**config.mk**
```make
export PLATFORM = sky130hd
export DESIGN_NAME = decoder_scan_ctrl
export DESIGN_NICKNAME = d
export VERILOG_FILES = /design/src/rtl/decoder_scan_ctrl_pkg.sv /design/src/rtl/decoder_scan_ctrl_timer.sv /design/src/rtl/decoder_scan_ctrl.sv
export SDC_FILE = /design/constraint.sdc
export NUM_CORES = 1
export LEC_CHECK = 0
export CORE_UTILIZATION = 30
export CTS_CLUSTER_SIZE = 14
export DETAILED_ROUTE_END_ITERATION = 12
export HOLD_SLACK_MARGIN = 0.06
export SYNTH_ARGS = -nofsm -noshare
export SYNTH_HDL_FRONTEND = slang
export SYNTH_SLANG_ARGS = --single-unit
```
**constraint.sdc**
```tcl
create_clock -name clk_i -period 1.5 [get_ports clk_i]
set_input_delay 0.15 -clock clk_i [delete_from_list [all_inputs] [get_ports clk_i]]
set_output_delay 0.15 -clock clk_i [all_outputs]
set_load 0.02 [all_outputs]
```
**src/rtl/decoder_scan_ctrl_pkg.sv**
```systemverilog
// Shared definitions for the decoder scan controller: state encoding and
// the timer width helper.
package decoder_scan_ctrl_pkg;

  typedef enum logic [1:0] {
    ST_IDLE   = 2'd0,
    ST_BLANK  = 2'd1,
    ST_ACTIVE = 2'd2
  } scan_state_e;

  // Counter must hold the larger of the two terminal values.
  function automatic int cnt_width(input int dwell, input int blank);
    int m;
    m = (dwell > blank) ? dwell : blank;
    return $clog2(m + 1);
  endfunction

endpackage

```
**src/rtl/decoder_scan_ctrl_timer.sv**
```systemverilog
// Clearable up-counter with a terminal-count compare against a run-time
// limit; shared by the blank and dwell phases of the scan controller.
module scan_timer #(
  parameter int W = 4
) (
  input  logic         clk_i,
  input  logic         rst_n_i,
  input  logic         clear_i,
  input  logic [W-1:0] limit_i,
  output logic         tc_o
);

  logic [W-1:0] cnt_q;
  logic [W-1:0] cnt_d;

  assign cnt_d = clear_i ? '0 : cnt_q + W'(1);
  assign tc_o  = (cnt_q == limit_i);

  always_ff @(posedge clk_i or negedge rst_n_i) begin
    if (!rst_n_i) begin
      cnt_q <= '0;
    end else begin
      cnt_q <= cnt_d;
    end
  end

endmodule

```
**src/rtl/decoder_scan_ctrl.sv**
```systemverilog
// Scan sequencer for a 2-to-4 enabled line decoder: steps the channel code
// through 0..3 and gates EN so the code only moves while EN is low.
//
//   state  | meaning
//   IDLE   | EN low, waiting for RUN or a STEP pulse
//   BLANK  | EN low, guard interval before the dwell
//   ACTIVE | EN high, channel code frozen for the dwell
module decoder_scan_ctrl
  import decoder_scan_ctrl_pkg::*;
#(
  parameter int DWELL_CYCLES = 1000,
  parameter int BLANK_CYCLES = 2
) (
  input  logic clk_i,
  input  logic rst_n_i,
  input  logic run_i,
  input  logic dir_i,
  input  logic step_i,
  output logic a0_o,
  output logic a1_o,
  output logic en_o,
  output logic scan_done_o
);

  localparam int CNT_W = cnt_width(DWELL_CYCLES, BLANK_CYCLES);
  localparam logic [CNT_W-1:0] BLANK_LIM = CNT_W'(BLANK_CYCLES - 1);
  localparam logic [CNT_W-1:0] DWELL_LIM = CNT_W'(DWELL_CYCLES - 1);

  scan_state_e      state_q;
  logic [1:0]       chan_q;
  logic [1:0]       chan_d;
  logic             wrap_d;
  logic             en_q;
  logic             done_q;
  logic             oneshot_q;

  logic             tmr_clear;
  logic [CNT_W-1:0] tmr_limit;
  logic             tmr_tc;

  // The timer is held at zero in IDLE and restarts on every phase exit,
  // so each BLANK/ACTIVE entry begins counting from zero.
  assign tmr_clear = (state_q == ST_IDLE) || tmr_tc;
  assign tmr_limit = (state_q == ST_ACTIVE) ? DWELL_LIM : BLANK_LIM;

  scan_timer #(
    .W (CNT_W)
  ) u_timer (
    .clk_i   (clk_i),
    .rst_n_i (rst_n_i),
    .clear_i (tmr_clear),
    .limit_i (tmr_limit),
    .tc_o    (tmr_tc)
  );

  assign chan_d = dir_i ? (chan_q - 2'd1) : (chan_q + 2'd1);
  assign wrap_d = dir_i ? (chan_q == 2'd0) : (chan_q == 2'd3);

  always_ff @(posedge clk_i or negedge rst_n_i) begin
    if (!rst_n_i) begin
      state_q   <= ST_IDLE;
      chan_q    <= 2'd0;
      en_q      <= 1'b0;
      done_q    <= 1'b0;
      oneshot_q <= 1'b0;
    end else begin
      done_q <= 1'b0;
      case (state_q)
        ST_IDLE: begin
          if (run_i) begin
            state_q <= ST_BLANK;
          end else if (step_i) begin
            state_q   <= ST_BLANK;
            oneshot_q <= 1'b1;
          end
        end
        ST_BLANK: begin
          if (tmr_tc) begin
            state_q <= ST_ACTIVE;
            en_q    <= 1'b1;
          end
        end
        ST_ACTIVE: begin
          // Channel moves on the same edge EN falls, never mid-dwell.
          if (tmr_tc) begin
            chan_q <= chan_d;
            done_q <= wrap_d;
            en_q   <= 1'b0;
            if (oneshot_q) begin
              state_q   <= ST_IDLE;
              oneshot_q <= 1'b0;
            end else if (run_i) begin
              state_q <= ST_BLANK;
            end else begin
              state_q <= ST_IDLE;
            end
          end
        end
        default: begin
          state_q <= ST_IDLE;
          en_q    <= 1'b0;
        end
      endcase
    end
  end

  assign a0_o        = chan_q[0];
  assign a1_o        = chan_q[1];
  assign en_o        = en_q;
  assign scan_done_o = done_q;

endmodule

```
After elaboration in Yosys (flattened, before gate mapping)
Index checks and enable logic that the tools add are counted.

Add/sub/neg operators: 3. Eq/ne operators: 9. Mux-type cells: 19. Bitwise gates (word level): 1. Reductions and logical operators: 8.

Operators with widths (number): $mux W10 (2); $add A10 B1 Y10 const B (1); $eq A10 B10 Y1 (1); $mux W2 (5); $mux W1 (9); $ne A2 B2 Y1 const B (4); $pmux W2 S3 (1); $reduce_and A3 Y1 (2); $eq A2 B2 Y1 const B (2); $logic_not A2 Y1 (2); $reduce_and A4 Y1 (1); $ne A3 B3 Y1 const B (1); $pmux W1 S3 (1); $add A2 B1 Y2 const B (1); $eq A2 B1 Y1 const B (1); $pmux W1 S2 (1); $reduce_and A2 Y1 (1); $reduce_bool A2 Y1 (1); $sub A2 B1 Y2 const B (1); $logic_or A1 B1 Y1 (1); $not A1 Y1 (1).

Bits in registers: 17. Bits of input ports: 5. Output and inout port bits: 4. Logic and storage cells: 46.

Depth between registers and ports, before layout
Gate-level depths: netlist of run 1.

Depth after elaboration: 5. Gate-level depth with buffers: 5.

By module
A second synthesis of run 1 with hierarchy kept.

Cells, all modules: 97. Area total of the unflattened synthesis: 938.4 um^2.

By module, submodules not included: scan_timer (instances 1, cells an instance 58, area an instance 574.3 um^2, seq. area each 250.2 um^2); decoder_scan_ctrl (instances 1, cells an instance 39, area an instance 364.1 um^2, seq. area each 175.2 um^2).

Worst setup path after synthesis of run 1
No wires, ideal clock.

Path kind: reg2reg. Start point: register u_timer.cnt_q[3]. End point: register state_q[1]. Setup time: 0.079 ns. Arrival: 1.265 ns. Setup slack: 0.156 ns. Cell stages (with the launch flop): 6. Buffers on the path: 1. Clock period less this slack: 1.344 ns. Cell sequence: dfrtp_1 buf_2 nor4b_4 nand4_2 nand2_1 mux2i_1.

Longest elaborated chain between the ends: 3. Elaborated cells between the ends (all ways): 4. Those cells by class: eq/ne (3); reduce/logical (1).

Ends and longest elaborated chain: from (decl) (RTL line decoder_scan_ctrl_timer.sv:13) `logic [W-1:0] cnt_q;`; from (signal assigned) (RTL line decoder_scan_ctrl_timer.sv:23) `cnt_q <= cnt_d;`; $eq A10 B10 Y1 * (RTL line decoder_scan_ctrl_timer.sv:17) `assign tc_o = (cnt_q == limit_i);`; $ne A2 B2 Y1 (no source line); $reduce_and A3 Y1 (no source line) *; to (signal assigned) (RTL line decoder_scan_ctrl.sv:61) `state_q <= ST_IDLE;`; to (signal assigned) (RTL line decoder_scan_ctrl.sv:71) `state_q <= ST_BLANK;`; to (signal assigned) (RTL line decoder_scan_ctrl.sv:73) `state_q <= ST_BLANK;`; to (decl) (RTL line decoder_scan_ctrl.sv:29) `scan_state_e state_q;`.

Mark *: on every way between the ends. The rest lies on a longest branch, timed or not. A chain may end at the register's enable or synchronous reset.

Worst setup path after layout of run 1
Start point: register en_q, in the netlist en_o. End point: output en_o.

RTL lines: from (decl) (RTL line decoder_scan_ctrl.sv:33) `logic en_q;`; from (signal assigned) (RTL line decoder_scan_ctrl.sv:63) `en_q <= 1'b0;`; from (signal assigned) (RTL line decoder_scan_ctrl.sv:80) `en_q <= 1'b1;`; from (signal assigned) (RTL line decoder_scan_ctrl.sv:88) `en_q <= 1'b0;`; to (decl) (RTL line decoder_scan_ctrl.sv:21) `output logic en_o,`.

No word-level cell between the ends.

==> impl_metrics.yaml, run 1 <==
yosys:
  synth_edf_count: 0
  netlist_instances: 82
  synth_top_family_by_area: "simple AND/OR/NAND/NOR gates"
  ys_ff_latch: 17
  yosys.area_share.simple: 0.261
  synth_fp_nets: 88
  syn_avg_cell_area_sq_um: 10.4
  synth_fa_ha_area_frac: 0.0147
  yosys.cell_types.count: 29
  synthArstFlopShare: 1.00
  synth_ff_type: "dfrtp_1"
  muxShareOfSynthArea: 0.0117
  yosys_warnings: 0
  ys_seq_area_frac: 0.499
  synth_xor_xnor_area_share: 0.113
  syn-cell-area_sq_um: 852
  synth_compound_area_frac: 0.0661
timing:
  final_hold_viol_count: 0
  fin_crit_ns: 1.43
  maxSlewViolCount: 0
  fmax_mhz: 701
  skew_ns: 0.00767
  rsz0062_at_grt: "yes"
  setup_viol: 0
  relSlewSlack: 0.716
  hold_slack_ns: 0.164
  tightest_slew_ns: 0.424
  finalCritPeriodShare: 0.951
final_layout:
  fin_area_sq_um: 1070
  final_common_cell: "dfrtp_1"
  utilization: 0.413
  seqCellArea_sq_um: 425
  drive_above_1_share: 0.202
  mostFrequentLayoutCells: "dfrtp_1, nor2_1, buf_4, xnor2_1, clkdlybuf4s50_1"
  antennaDiodeCount: 0
  nets: 106
  multi_input_area_sq_um: 418
  area_growth_pct: 25.4
  fillers: 258
detailed_routing:
  dr_wl_met2_microns: 678
  drtIter0Drc: 18
  met3_length_microns: 86
  routed_wl_microns: 1590
  top_layer: "met4"
  drt-met1-wl_microns: 777
  drc: 0
  detail-route-antenna-nets: 0
  vias: 631
  viasPerCell: 4.89
  wl_per_cell_microns: 12.4
  drt-pass1-iter-count: 4
placement:
  gp_congestion: 0.767
  io_buffers: 8
  placed_cell_area_sq_um: 1020
  hpwl_microns: 1140
global_route:
  first_global_vias: 612
  grt_first_pass_wirelength_microns: 2740
  antenna_found_initial: 0
  grt.total_usage: 0.118
  grt_max_degree: 18
  overflow: 0
die:
  rows: 18
  pin_count: 9
  dieHeight_microns: 55.3
  start_util: 0.329
  coreArea_sq_um: 2590
  dieArea_sq_um: 3060
  dieWidth_microns: 55.3
setup_path:
  cp_slowest_stage_delay_ns: 0.61
  cp.depth: 1
  crit_path_start_kind: "register"
  path_cells: "clkdlybuf4s50_1"
  required_ns: 1.35
  crit_arrival_ns: 1.28
  critPathCaptureType: "output pin"
  path_buf_inv: 1
  cpLargestDelayFamily: "buffers and inverters"
  cp_max_fo: 3
  worst_r2r_path_depth: 4
  critPathKind: "reg -> out"
  cpMaxStageDelayCell: "clkdlybuf4s50_1"
cts:
  clkTransAtPathRegs_ns: 0.10
  clock-sinks: 17
  cts_buffer_depth: 2
  worstSkewPairLatency_ns: 0.30
  htree_num_levels: 1
  postCtsHoldBufs: 0
  cts-root-buf: "clkbuf_4"
  cts_tree: "built"
  cts_buffers: 3
power_and_ir_drop:
  p_per_area_nw_per_um2: 1320
  leakagePower_nw: 0.489
  vdd_drop_max_v: 0.000692
  fin_total_pwr_w: 0.00141
run:
  cap_violations: 0
outcome:
  outcome: "complete, no violations"
min_path:
  min_path_type: "in -> async"
==> where the power goes <==
group	switching (W)	leakage, nW	internal [W]
registers	0.0000710	0.220	0.000535
clock network	0.000143	0.0177	0.0000994
logic	0.000296	0.252	0.000265
==> through the flow <==
step / setup slack (ns) / cells / TNS (ns)
finish: 0.0741 / 129 / 0
floorplan: 0.156 / 82 / 0
global route: -0.00848 / 129 / -0.0145
CTS: 0.0129 / 129 / 0
detailed placement: 0.0741 / 125 / 0
global placement: 0.0900 / 125 / 0
==> synthesized netlist by cell type (2+ instances only) <==
cell / count / area share
dfrtp_1: 17 / 0.50
nor2_1: 14 / 0.062
xnor2_1: 6 / 0.062
xor2_1: 5 / 0.051
nand2_1: 4 / 0.018
nand4_1: 4 / 0.029
inv_1: 3 / 0.013
a21oi_1: 2 / 0.012
and4_1: 2 / 0.021
buf_2: 2 / 0.012
clkbuf_1: 2 / 0.0088
nand2b_1: 2 / 0.015
nand3_1: 2 / 0.012
nor3_1: 2 / 0.012
==> layer usage <==
| layer | vias to the layer above | global-route usage |
|---|---|---|
| li1 | 317 | - |
| met1 | 294 | 0.149 |
| met2 | 14 | 0.170 |
| met3 | 6 | 0.0562 |
| met4 | 0 | 0.0536 |
| met5 | - | 0 |
==> registers in the layout (all words and copies together) (netlist names) <==
name / cells
scan_done_o: 1
state_q: 2
chan_q: 2
oneshot_q: 1
en_o: 1
u_timer.cnt_q: 10
==> layout make-up <==
| class | instances | share of cell area |
|---|---|---|
| flip-flops and latches | 17 | 0.398 |
| multi-input cells | 58 | 0.391 |
| repair buffers | 17 | 0.139 |
| inverters | 3 | 0.0105 |
| clock buffers | 3 | 0.0211 |
| well taps | 30 | 0.0351 |
| clock inverters | 1 | 0.00468 |
==> cells by family (layout without fill, tap and decap cells) <==
| family | after synthesis | in the layout |
|---|---|---|
| adder cells (fa/ha/maj) | 1 | 1 |
| AO/OA/AOI/OAI | 7 | 7 |
| XOR/XNOR | 11 | 11 |
| multiplexers | 1 | 1 |
| flip-flops | 17 | 17 |
| AND/OR/NAND/NOR | 38 | 38 |
| buffers and inverters | 7 | 24 |
==> repair_timing <==
action / 4_1_cts / 5_1_grt
gates resized for setup: 1 / 4
endpoints found under the setup margin: 1 / 14
setup buffers: 0 / 0
endpoints found under the hold margin: 0 / 0
pin swaps: 0 / 0
==> final timing paths <==
check | from | to | slack, ns
max reg2reg | state_q[0] | state_q[1] | 0.08
min reg2reg | u_timer.cnt_q[0] | u_timer.cnt_q[0] | 0.49
max in group asynchronous | rst_n_i | scan_done_o | 1.15
min in group clk_i | step_i | oneshot_q | 0.43
min | rst_n_i | u_timer.cnt_q[0] | 0.16
max | en_o | en_o | 0.07
Power figures use the tool's default switching activity.
==> run 2: changes to the inputs <==
RECOVER_POWER = 25   (was unset)
==> run 2 against run 1 <==
Die area unchanged. Non-clock buffer count unchanged. Largest cell class unchanged. Critical path type unchanged. Critical path depth unchanged. Utilization decreased by 0.14 points. Largest power group unchanged. Final cell count unchanged. Global-route usage unchanged. Total power decreased by 0.14%. Via count decreased by 0.48%. Setup slack improved by 0.0016 ns. Sequential power about the same. Routed wire length decreased by 0.19%. Design area decreased by 0.35%.
==> impl_metrics.yaml, run 2 (synthesis gave the netlist of run 1 again) <==
outcome:
  outcome: "complete, no violations"
final_layout:
  layout.cells.non_filler: 129
  nets: 106
  antennaDiodeCount: 0
  multi_input_area_sq_um: 418
  final_common_cell: "dfrtp_1"
  largest_register_ffs: 10
  regMostFlops: "u_timer.cnt_q"
  mostFrequentLayoutCells: "dfrtp_1, nor2_1, buf_4, xnor2_1"
  fillers: 260
  drive_above_1_share: 0.192
  seqCellArea_sq_um: 425
  area_growth_pct: 25.0
  largestRegisters: "u_timer.cnt_q (10), chan_q (2), state_q (2)"
cts:
  worstSkewPairLatency_ns: 0.30
  cts_setup_buffers: 0
  cts_tree: "built"
  cts_buffer_depth: 2
  htree_num_levels: 1
  cts-root-buf: "clkbuf_4"
  clkTransAtPathRegs_ns: 0.09
  clock-sinks: 17
  cts_buffers: 3
detailed_routing:
  vias: 628
  detail-route-antenna-nets: 0
  drt-pass1-iter-count: 4
  wl_per_cell_microns: 12.3
  drc: 0
  drtIter0Drc: 16
  viasPerCell: 4.87
  routed_wl_microns: 1590
placement:
  gp_congestion: 0.767
  dp.cells: 125
  hpwl_microns: 1140
  place_ws_ns: 0.0741
  io_buffers: 8
die:
  pin_count: 9
  coreArea_sq_um: 2590
  start_util: 0.329
  dieWidth_microns: 55.3
  rows: 18
  dieHeight_microns: 55.3
  dieArea_sq_um: 3060
timing:
  hold_slack_ns: 0.428
  maxSlewViolCount: 0
  rsz0062_at_grt: "yes"
  fmax_mhz: 702
  skew_ns: 0.00809
  tightest_slew_ns: 0.872
  fin_crit_ns: 1.42
  finalCritPeriodShare: 0.949
  relSlewSlack: 0.419
  fin_ws_ns: 0.0758
  setup_viol: 0
  final_hold_viol_count: 0
run:
  cap_violations: 0
setup_path:
  path_buf_inv: 1
  crit_arrival_ns: 1.27
  path_cells: "clkdlybuf4s50_1"
  crit_path_start_kind: "register"
  critPathCaptureType: "output pin"
  cpMaxStageDelayCell: "clkdlybuf4s50_1"
  cpLargestDelayFamily: "buffers and inverters"
  cp_slowest_stage_delay_ns: 0.61
  cp_max_fo: 3
  required_ns: 1.35
  critPathKind: "reg -> out"
global_route:
  grt_first_pass_wirelength_microns: 2740
  first_global_vias: 612
  antenna_found_initial: 0
  grt_max_degree: 18
  overflow: 0
  grt.total_usage: 0.118
power_and_ir_drop:
  p_per_area_nw_per_um2: 1320
  fin_total_pwr_w: 0.00141
  vdd_drop_max_v: 0.000691
  leakagePower_nw: 0.486
min_path:
  min_path_type: "in -> reg"
run 2: worst paths after layout:
path,depth (start not counted),to,slack (ns),start
min in group asynchronous,2,u_timer.cnt_q[0],0.47,rst_n_i
max in group asynchronous,2,scan_done_o,0.49,rst_n_i
worst max register to register,4,state_q[1],0.08,state_q[0]
worst min register to register,1,u_timer.cnt_q[0],0.49,u_timer.cnt_q[0]
worst min-delay path,3,oneshot_q,0.43,step_i
worst max-delay path,1,en_o,0.08,en_o
run 2: cell type report:
class                   instances  share of cell area
clock inverters                 1             0.00470
well taps                      30              0.0353
inverters                       3              0.0106
repair buffers                 17               0.136
clock buffers                   3              0.0212
flip-flops and latches         17               0.400
multi-input cells              58               0.392
run 2: where the power goes:
part / internal, W / switching [W] / leakage, nW
logic: 0.000264 / 0.000295 / 0.248
clock network: 0.0000994 / 0.000144 / 0.0177
registers: 0.000535 / 0.0000708 / 0.220
total: 0.000898 / 0.000510 / 0.486
run 2: repair_timing:
item                                    4_1_cts  5_1_grt
endpoints found under the setup margin        1       14
resized for setup                             1        4
endpoints found under the hold margin         0        0
hold buffers                                  0        0
run 2: routing by layer:
| layer | GRT usage | vias to the layer above | wire, microns |
|---|---|---|---|
| li1 | - | 317 | - |
| met1 | 0.149 | 291 | 772 |
| met2 | 0.170 | 14 | 681 |
| met3 | 0.0562 | 6 | 86 |
| met4 | 0.0536 | 0 | 51 |
| met5 | 0 | - | 0 |
run 2: through the flow:
step	utilization	area [sq um]	setup TNS (ns)
after floorplan	-	852	0
after global placement	0.394	1020	0
after detailed placement	0.394	1020	0
after CTS	0.404	1050	0
after global routing	0.411	1060	-0.0145
final	0.411	1060	0
